<file path="config.mk">
export PLATFORM = sky130hd
export DESIGN_NAME = pipeline_ctrl
export DESIGN_NICKNAME = d
export VERILOG_FILES = /design/src/rtl/pipeline_ctrl_pkg.sv /design/src/rtl/pipeline_ctrl_meta_stage.sv /design/src/rtl/pipeline_ctrl.sv
export SDC_FILE = /design/constraint.sdc
export NUM_CORES = 1
export LEC_CHECK = 0
export CAP_MARGIN = 20
export CORE_ASPECT_RATIO = 2
export CORE_MARGIN = 2
export CORE_UTILIZATION = 25
export CTS_BUF_LIST = sky130_fd_sc_hd__clkbuf_8
export DETAILED_ROUTE_END_ITERATION = 8
export GPL_TIMING_DRIVEN = 0
export PLACE_DENSITY_LB_ADDON = 0.2
export SLEW_MARGIN = 25
export SYNTH_ARGS = -nofsm -noshare
export SYNTH_HDL_FRONTEND = slang
export SYNTH_SLANG_ARGS = --single-unit
export TNS_END_PERCENT = 30
</file>
<file path="constraint.sdc">
create_clock -name clk -period 2.9 [get_ports clk]
set_input_delay 0.435 -clock clk [delete_from_list [all_inputs] [get_ports clk]]
set_output_delay 0.435 -clock clk [all_outputs]
set_load 0.005 [all_outputs]
</file>
<file path="src/rtl/pipeline_ctrl_pkg.sv">
// Shared types for pipeline_ctrl: operand-forward selects, memory-wait states and per-stage metadata.
// Used by both the default build and the PIPELINE_CTRL_PERF_EN build.
package pipeline_ctrl_pkg;

    // Register indices are carried at this fixed width; REG_ADDR_W must not exceed it.
    localparam int META_ADDR_W = 8;

    typedef enum logic [1:0] {
        FWD_RF = 2'b00,
        FWD_W  = 2'b01,
        FWD_M  = 2'b10
    } fwd_sel_t;

    typedef enum logic [1:0] {
        CS_RUN   = 2'b00,
        CS_WAIT  = 2'b01,
        CS_ERROR = 2'b10
    } ctrl_state_t;

    typedef struct packed {
        logic                   valid;
        logic                   regwrite;
        logic                   memread;
        logic [META_ADDR_W-1:0] rd;
        logic [META_ADDR_W-1:0] rs1;
        logic [META_ADDR_W-1:0] rs2;
    } stage_meta_t;

    localparam int META_W = $bits(stage_meta_t);

    // True when stage m will write a non-zero register that matches src.
    function automatic logic writesReg(input stage_meta_t m, input logic [META_ADDR_W-1:0] src);
        return m.valid && m.regwrite && (m.rd != '0) && (m.rd == src);
    endfunction

endpackage

</file>
<file path="src/rtl/pipeline_ctrl_meta_stage.sv">
// One pipeline metadata register: clear wins over enable, otherwise holds.
module pipe_meta_stage
    import pipeline_ctrl_pkg::*;
(
    input  logic              clk,
    input  logic              reset,
    input  logic              i_en,
    input  logic              i_clr,
    input  logic [META_W-1:0] i_d,
    output logic [META_W-1:0] o_q
);

    logic [META_W-1:0] r_q;

    always_ff @(posedge clk or negedge reset) begin
        if (!reset) begin
            r_q <= '0;
        end else if (i_clr) begin
            r_q <= '0;
        end else if (i_en) begin
            r_q <= i_d;
        end
    end

    assign o_q = r_q;

endmodule

</file>
<file path="src/rtl/pipeline_ctrl.sv">
// Hazard controller for a D/E/M/W pipeline: forwarding, load-use and memory-wait stalls, branch flushes.
// Defining PIPELINE_CTRL_PERF_EN adds saturating stall/flush/retire counters.
module pipeline_ctrl
    import pipeline_ctrl_pkg::*;
#(
    parameter int REG_ADDR_W  = 5,
    parameter int MEM_TIMEOUT = 16,
    parameter int CNT_W       = 32
)(
    input  logic                  clk,
    input  logic                  reset,
    input  logic                  valid_d,
    input  logic [REG_ADDR_W-1:0] rs1_d,
    input  logic [REG_ADDR_W-1:0] rs2_d,
    input  logic [REG_ADDR_W-1:0] rd_d,
    input  logic                  regwrite_d,
    input  logic                  memread_d,
    input  logic                  branch_taken_e,
    input  logic                  mem_req_m,
    input  logic                  mem_ready,
    output logic [1:0]            forward_a_e,
    output logic [1:0]            forward_b_e,
    output logic                  stall_f,
    output logic                  stall_d,
    output logic                  stall_e,
    output logic                  stall_m,
    output logic                  flush_d,
    output logic                  flush_e,
    output logic                  valid_w,
    output logic                  mem_err
`ifdef PIPELINE_CTRL_PERF_EN
    ,
    output logic [CNT_W-1:0]      stall_cycles,
    output logic [CNT_W-1:0]      flush_count,
    output logic [CNT_W-1:0]      retired_count
`endif
);

    localparam int WCNT_W = $clog2(MEM_TIMEOUT + 1);
    localparam logic [WCNT_W-1:0] WAIT_LAST = WCNT_W'(MEM_TIMEOUT - 1);

    ctrl_state_t       r_state;
    logic [WCNT_W-1:0] r_waitCnt;
    logic              r_memErr;

    stage_meta_t w_dMeta;
    stage_meta_t w_eStage;
    stage_meta_t w_mStage;
    stage_meta_t w_wStage;
    fwd_sel_t    w_fwdA;
    fwd_sel_t    w_fwdB;
    logic        w_branch;
    logic        w_lwRaw;
    logic        w_lwstall;
    logic        w_memstall;
    logic        w_hold;
    logic        w_flushE;
    logic        w_unusedMeta;

    always_comb begin
        w_dMeta          = '0;
        w_dMeta.valid    = valid_d;
        w_dMeta.regwrite = regwrite_d;
        w_dMeta.memread  = memread_d;
        w_dMeta.rd       = META_ADDR_W'(rd_d);
        w_dMeta.rs1      = META_ADDR_W'(rs1_d);
        w_dMeta.rs2      = META_ADDR_W'(rs2_d);
    end

    // The ready cycle is not a stall, so M drains on the edge that completes the access.
    assign w_memstall = ((r_state == CS_WAIT) && !mem_ready) ||
                        ((r_state == CS_RUN) && w_mStage.valid && mem_req_m && !mem_ready);
    assign w_hold     = w_memstall || (r_state == CS_ERROR);

    assign w_branch  = branch_taken_e && w_eStage.valid;
    assign w_lwRaw   = w_eStage.valid && w_eStage.memread && (w_eStage.rd != '0) && valid_d &&
                       ((w_eStage.rd == w_dMeta.rs1) || (w_eStage.rd == w_dMeta.rs2));
    assign w_lwstall = w_lwRaw && !w_branch;
    assign w_flushE  = (w_branch || w_lwstall) && !w_hold;

    assign stall_f = w_hold || w_lwstall;
    assign stall_d = w_hold || w_lwstall;
    assign stall_e = w_hold;
    assign stall_m = w_hold;
    assign flush_d = w_branch && !w_hold;
    assign flush_e = w_flushE;
    assign valid_w = w_wStage.valid;
    assign mem_err = r_memErr;

    always_comb begin
        w_fwdA = FWD_RF;
        w_fwdB = FWD_RF;
        if (writesReg(w_mStage, w_eStage.rs1)) begin
            w_fwdA = FWD_M;
        end else if (writesReg(w_wStage, w_eStage.rs1)) begin
            w_fwdA = FWD_W;
        end
        if (writesReg(w_mStage, w_eStage.rs2)) begin
            w_fwdB = FWD_M;
        end else if (writesReg(w_wStage, w_eStage.rs2)) begin
            w_fwdB = FWD_W;
        end
    end

    assign forward_a_e = w_fwdA;
    assign forward_b_e = w_fwdB;

    pipe_meta_stage u_stageE (
        .clk   (clk),
        .reset (reset),
        .i_en  (!w_hold),
        .i_clr (w_flushE),
        .i_d   (w_dMeta),
        .o_q   (w_eStage)
    );

    pipe_meta_stage u_stageM (
        .clk   (clk),
        .reset (reset),
        .i_en  (!w_hold),
        .i_clr (1'b0),
        .i_d   (w_eStage),
        .o_q   (w_mStage)
    );

    pipe_meta_stage u_stageW (
        .clk   (clk),
        .reset (reset),
        .i_en  (1'b1),
        .i_clr (w_hold),
        .i_d   (w_mStage),
        .o_q   (w_wStage)
    );

    // ERROR is terminal; only reset returns the controller to RUN.
    always_ff @(posedge clk or negedge reset) begin
        if (!reset) begin
            r_state   <= CS_RUN;
            r_waitCnt <= '0;
            r_memErr  <= 1'b0;
        end else begin
            case (r_state)
                CS_RUN: begin
                    if (w_mStage.valid && mem_req_m && !mem_ready) begin
                        r_state   <= CS_WAIT;
                        r_waitCnt <= '0;
                    end
                end
                CS_WAIT: begin
                    if (mem_ready) begin
                        r_state   <= CS_RUN;
                        r_waitCnt <= '0;
                    end else if (r_waitCnt == WAIT_LAST) begin
                        r_state   <= CS_ERROR;
                        r_waitCnt <= r_waitCnt + 1'b1;
                        r_memErr  <= 1'b1;
                    end else begin
                        r_waitCnt <= r_waitCnt + 1'b1;
                    end
                end
                CS_ERROR: begin
                    r_state <= CS_ERROR;
                end
                default: begin
                    r_state <= CS_RUN;
                end
            endcase
        end
    end

    assign w_unusedMeta = ^{w_wStage.rs1, w_wStage.rs2, w_wStage.memread};

`ifdef PIPELINE_CTRL_PERF_EN
    logic [CNT_W-1:0] r_stallCycles;
    logic [CNT_W-1:0] r_flushCount;
    logic [CNT_W-1:0] r_retiredCount;

    always_ff @(posedge clk or negedge reset) begin
        if (!reset) begin
            r_stallCycles  <= '0;
            r_flushCount   <= '0;
            r_retiredCount <= '0;
        end else begin
            if ((w_lwstall || w_memstall) && (r_stallCycles != '1)) begin
                r_stallCycles <= r_stallCycles + 1'b1;
            end
            if (w_flushE && w_branch && (r_flushCount != '1)) begin
                r_flushCount <= r_flushCount + 1'b1;
            end
            if (w_wStage.valid && (r_retiredCount != '1)) begin
                r_retiredCount <= r_retiredCount + 1'b1;
            end
        end
    end

    assign stall_cycles  = r_stallCycles;
    assign flush_count   = r_flushCount;
    assign retired_count = r_retiredCount;
`else
    localparam int unusedCntW = CNT_W;
`endif

endmodule

</file>
==> results.toml <==
[status]
status = "finished clean"

[synth]
synth_edf_count = 0
ys_ff_latch = 40
synth_area_um2 = 1950
synthArstFlopShare = 1.00
synth.mux.area_fraction = 0.00578
netlist.area_leader.share = 0.513
synth_top_family_by_area = "simple AND/OR/NAND/NOR gates"
synth_cell_types = 31
synth.yosys.warnings = 0
yosys-top-cells-count = "dfrtp_1 (40), nand2_1 (34), a22o_1 (18), xnor2_1 (18), xor2_1 (13)"
avgSynthCellArea_um2 = 10.6
synth.most_common_cell = "dfrtp_1"
synth_top_area_cell = "dfrtp_1"
postSynthCellCount = 184
synth.area.top_cells = "dfrtp_1 (51%), a22o_1 (8.1%), xnor2_1 (8.1%)"
synth-simple-area-share = 0.170
synthAdderAreaFrac = 0.0128
synth_compound_area_frac = 0.136
syn-num-nets = 209
synth_xor_area_frac = 0.139
ys.flop_type = "dfrtp_1"
ys_seq_area_frac = 0.513

[grt]
grt_use_met3 = 0.0236
grt_antenna_before_repair = 0
grt.busiest_layer = "met2"
grt_pass1_vias = 1525
grt_pass1_wl_um = 8050
grt_use_met2 = 0.236
met1_usage = 0.140
grt_usage = 0.130
overflow = 0
grt_max_degree = 30

[final_layout]
fin_cells = 321
drive_gt1_frac = 0.110
fin_nets = 251
area_growth_syn_to_layout_pct = 29.9
antennaDiodeCount = 0

[run]
maxCapViolCount = 0

[setup_path]
r2r_cells = 6
path_depth = 6
path_buf_inv = 5
end_kind = "output port"
r2r_start = "u_stageM.o_q[26]"
critPathSlowestCell = "clkdlybuf4s50_1"
crit_arrival_ns = 2.35
crit_path_end = "stall_m"
crit_fanout = 11
rrSetupSlack_ns = 1.12
path_class = "input port to output port"
cp-start-kind = "input port"
cp_top_family = "buffers and inverters"
crit_path_start = "mem_ready"
crit_required_ns = 2.47
path_cells = "clkdlybuf4s50_1 > o31a_2 > inv_4 > buf_4 > buf_4 > clkdlybuf4s50_1"
r2r-end = "u_stageE.o_q[3]"
slowest_delay_ns = 0.49

[timing]
finalHoldViolations = 0
whs_ns = 0.0283
rsz0062_at_grt = "true"
tightest_slew_ns = 0.442
clock_skew_ns = 0.00299
min_period_over_period = 0.961
finalMaxSlewViolations = 0
slew_headroom = 0.703
setup_viol = 0
finalCriticalPeriod_ns = 2.79
fmaxAchievable_mhz = 359
setup-tns-final_ns = 0

[clock_tree]
clkTransAtPathRegs_ns = 0.07
clockBufferDepth = 2
cts_tree = "done"
cts_setup_buffers = 0
clockRootBuffer = "clkbuf_8"
ctsHoldBuffers = 0
cts.sinks = 40
h-tree-depth = 2
cts_buffers = 5
clk_latency_ns = 0.29

[routing]
routed_wl_um = 4970
firstDrtPassIters = 4
drt-initial-drc-count = 36
routedWlPerCell_um = 15.5
vias = 1461
antenna_left = 0
drcViolationCount = 0
via_per_inst = 4.55

[power_and_ir_drop]
vdd_ir_drop_max_v = 0.000270
power_density_nw_per_um2 = 391
totalPowerFinal_uw = 991
leakagePower_nw = 1.23

[floorplanning]
ios = 35
rows = 45
die_area_um2 = 8560
core-area_um2 = 7600
initial_utilization = 0.256
fp.dieH_um = 129
die_w_um = 66.4

[placement]
dp.cells = 313
io_buffers = 34
routabilityCongestion = 0.782
dp_hpwl_um = 3810

[min_path]
hp-class = "input port to async pin"
==> cell usage in the layout (no fill, tap or decap), types with 5 or more instances in the layout <==
| cell type | count |
|---|---|
| nand2_1 | 34 |
| clkbuf_8 | 6 |
| nand3_1 | 7 |
| clkdlybuf4s50_1 | 32 |
| o21ai_0 | 5 |
| a22o_1 | 18 |
| and2_1 | 8 |
| nor2_1 | 5 |
| xnor2_1 | 18 |
| dfrtp_1 | 39 |
| xor2_1 | 13 |
==> sequential cells by signal, indices dropped and copies added, names as in the netlist <==
name	count
u_stageE.o_q	18
u_stageM.o_q	7
u_stageW.o_q	7
r_waitCnt	5
r_state	2
mem_err	1
==> where the power goes <==
group	switching (mW)	internal, mW
Sequential	0	0.557
Combinational	0.0252	0.0336
Clock	0.187	0.187
==> metrics by stage <==
stage	setup WS, ns	area [µm²]	util
floorplan	0.983	1950	-
global placement	-0.0786	2410	0.317
detailed placement	-0.144	2420	0.319
CTS	-0.00470	2520	0.332
global route	-0.00939	2530	0.333
finish	0.114	2530	0.333
==> how the worst min path moves through the flow <==
stage                    to  slack [ns]  cells past startpoint
2_1_floorplan       mem_err        0.14                      0
5_1_grt        r_waitCnt[2]        0.03                      1
4_1_cts             mem_err        0.03                      1
6_report       r_waitCnt[0]        0.03                      1
3_3_place_gp        mem_err        0.45                      1
3_5_place_dp     r_state[1]        0.35                      1
==> layer usage <==
layer | vias to the layer above | part of all wire
met4 | 0 | 0.022
met1 | 715 | 0.38
met2 | 22 | 0.57
met5 | - | 0
li1 | 718 | -
met3 | 6 | 0.027
==> area by class of cell <==
cell class              count  area, µm²
multi-input cells         136        915
repair buffers             35        358
plain buffers               6       40.0
fillers                   801       5070
clock inverters             2       7.51
clock buffers               6       82.6
inverters                   2       10.0
well taps                  94        118
flip-flops and latches     40       1000
==> repair_timing <==
action | 4_1_cts | 5_1_grt
resized for setup | 4 | 5
cloned | 0 | 0
setup endpoints to repair | 5 | 5
pin swaps | 0 | 1
==> logic make-up after synthesis <==
logic type / Yosys count
and+or+nand+nor: 68
DFF: 40
AOI/OAI and AO/OA: 34
buffers and inverters: 8
adders and majority gates: 2
muxes: 1
xor gates and xnor gates: 31
Note: power is estimated with default switching activity, not from simulation.
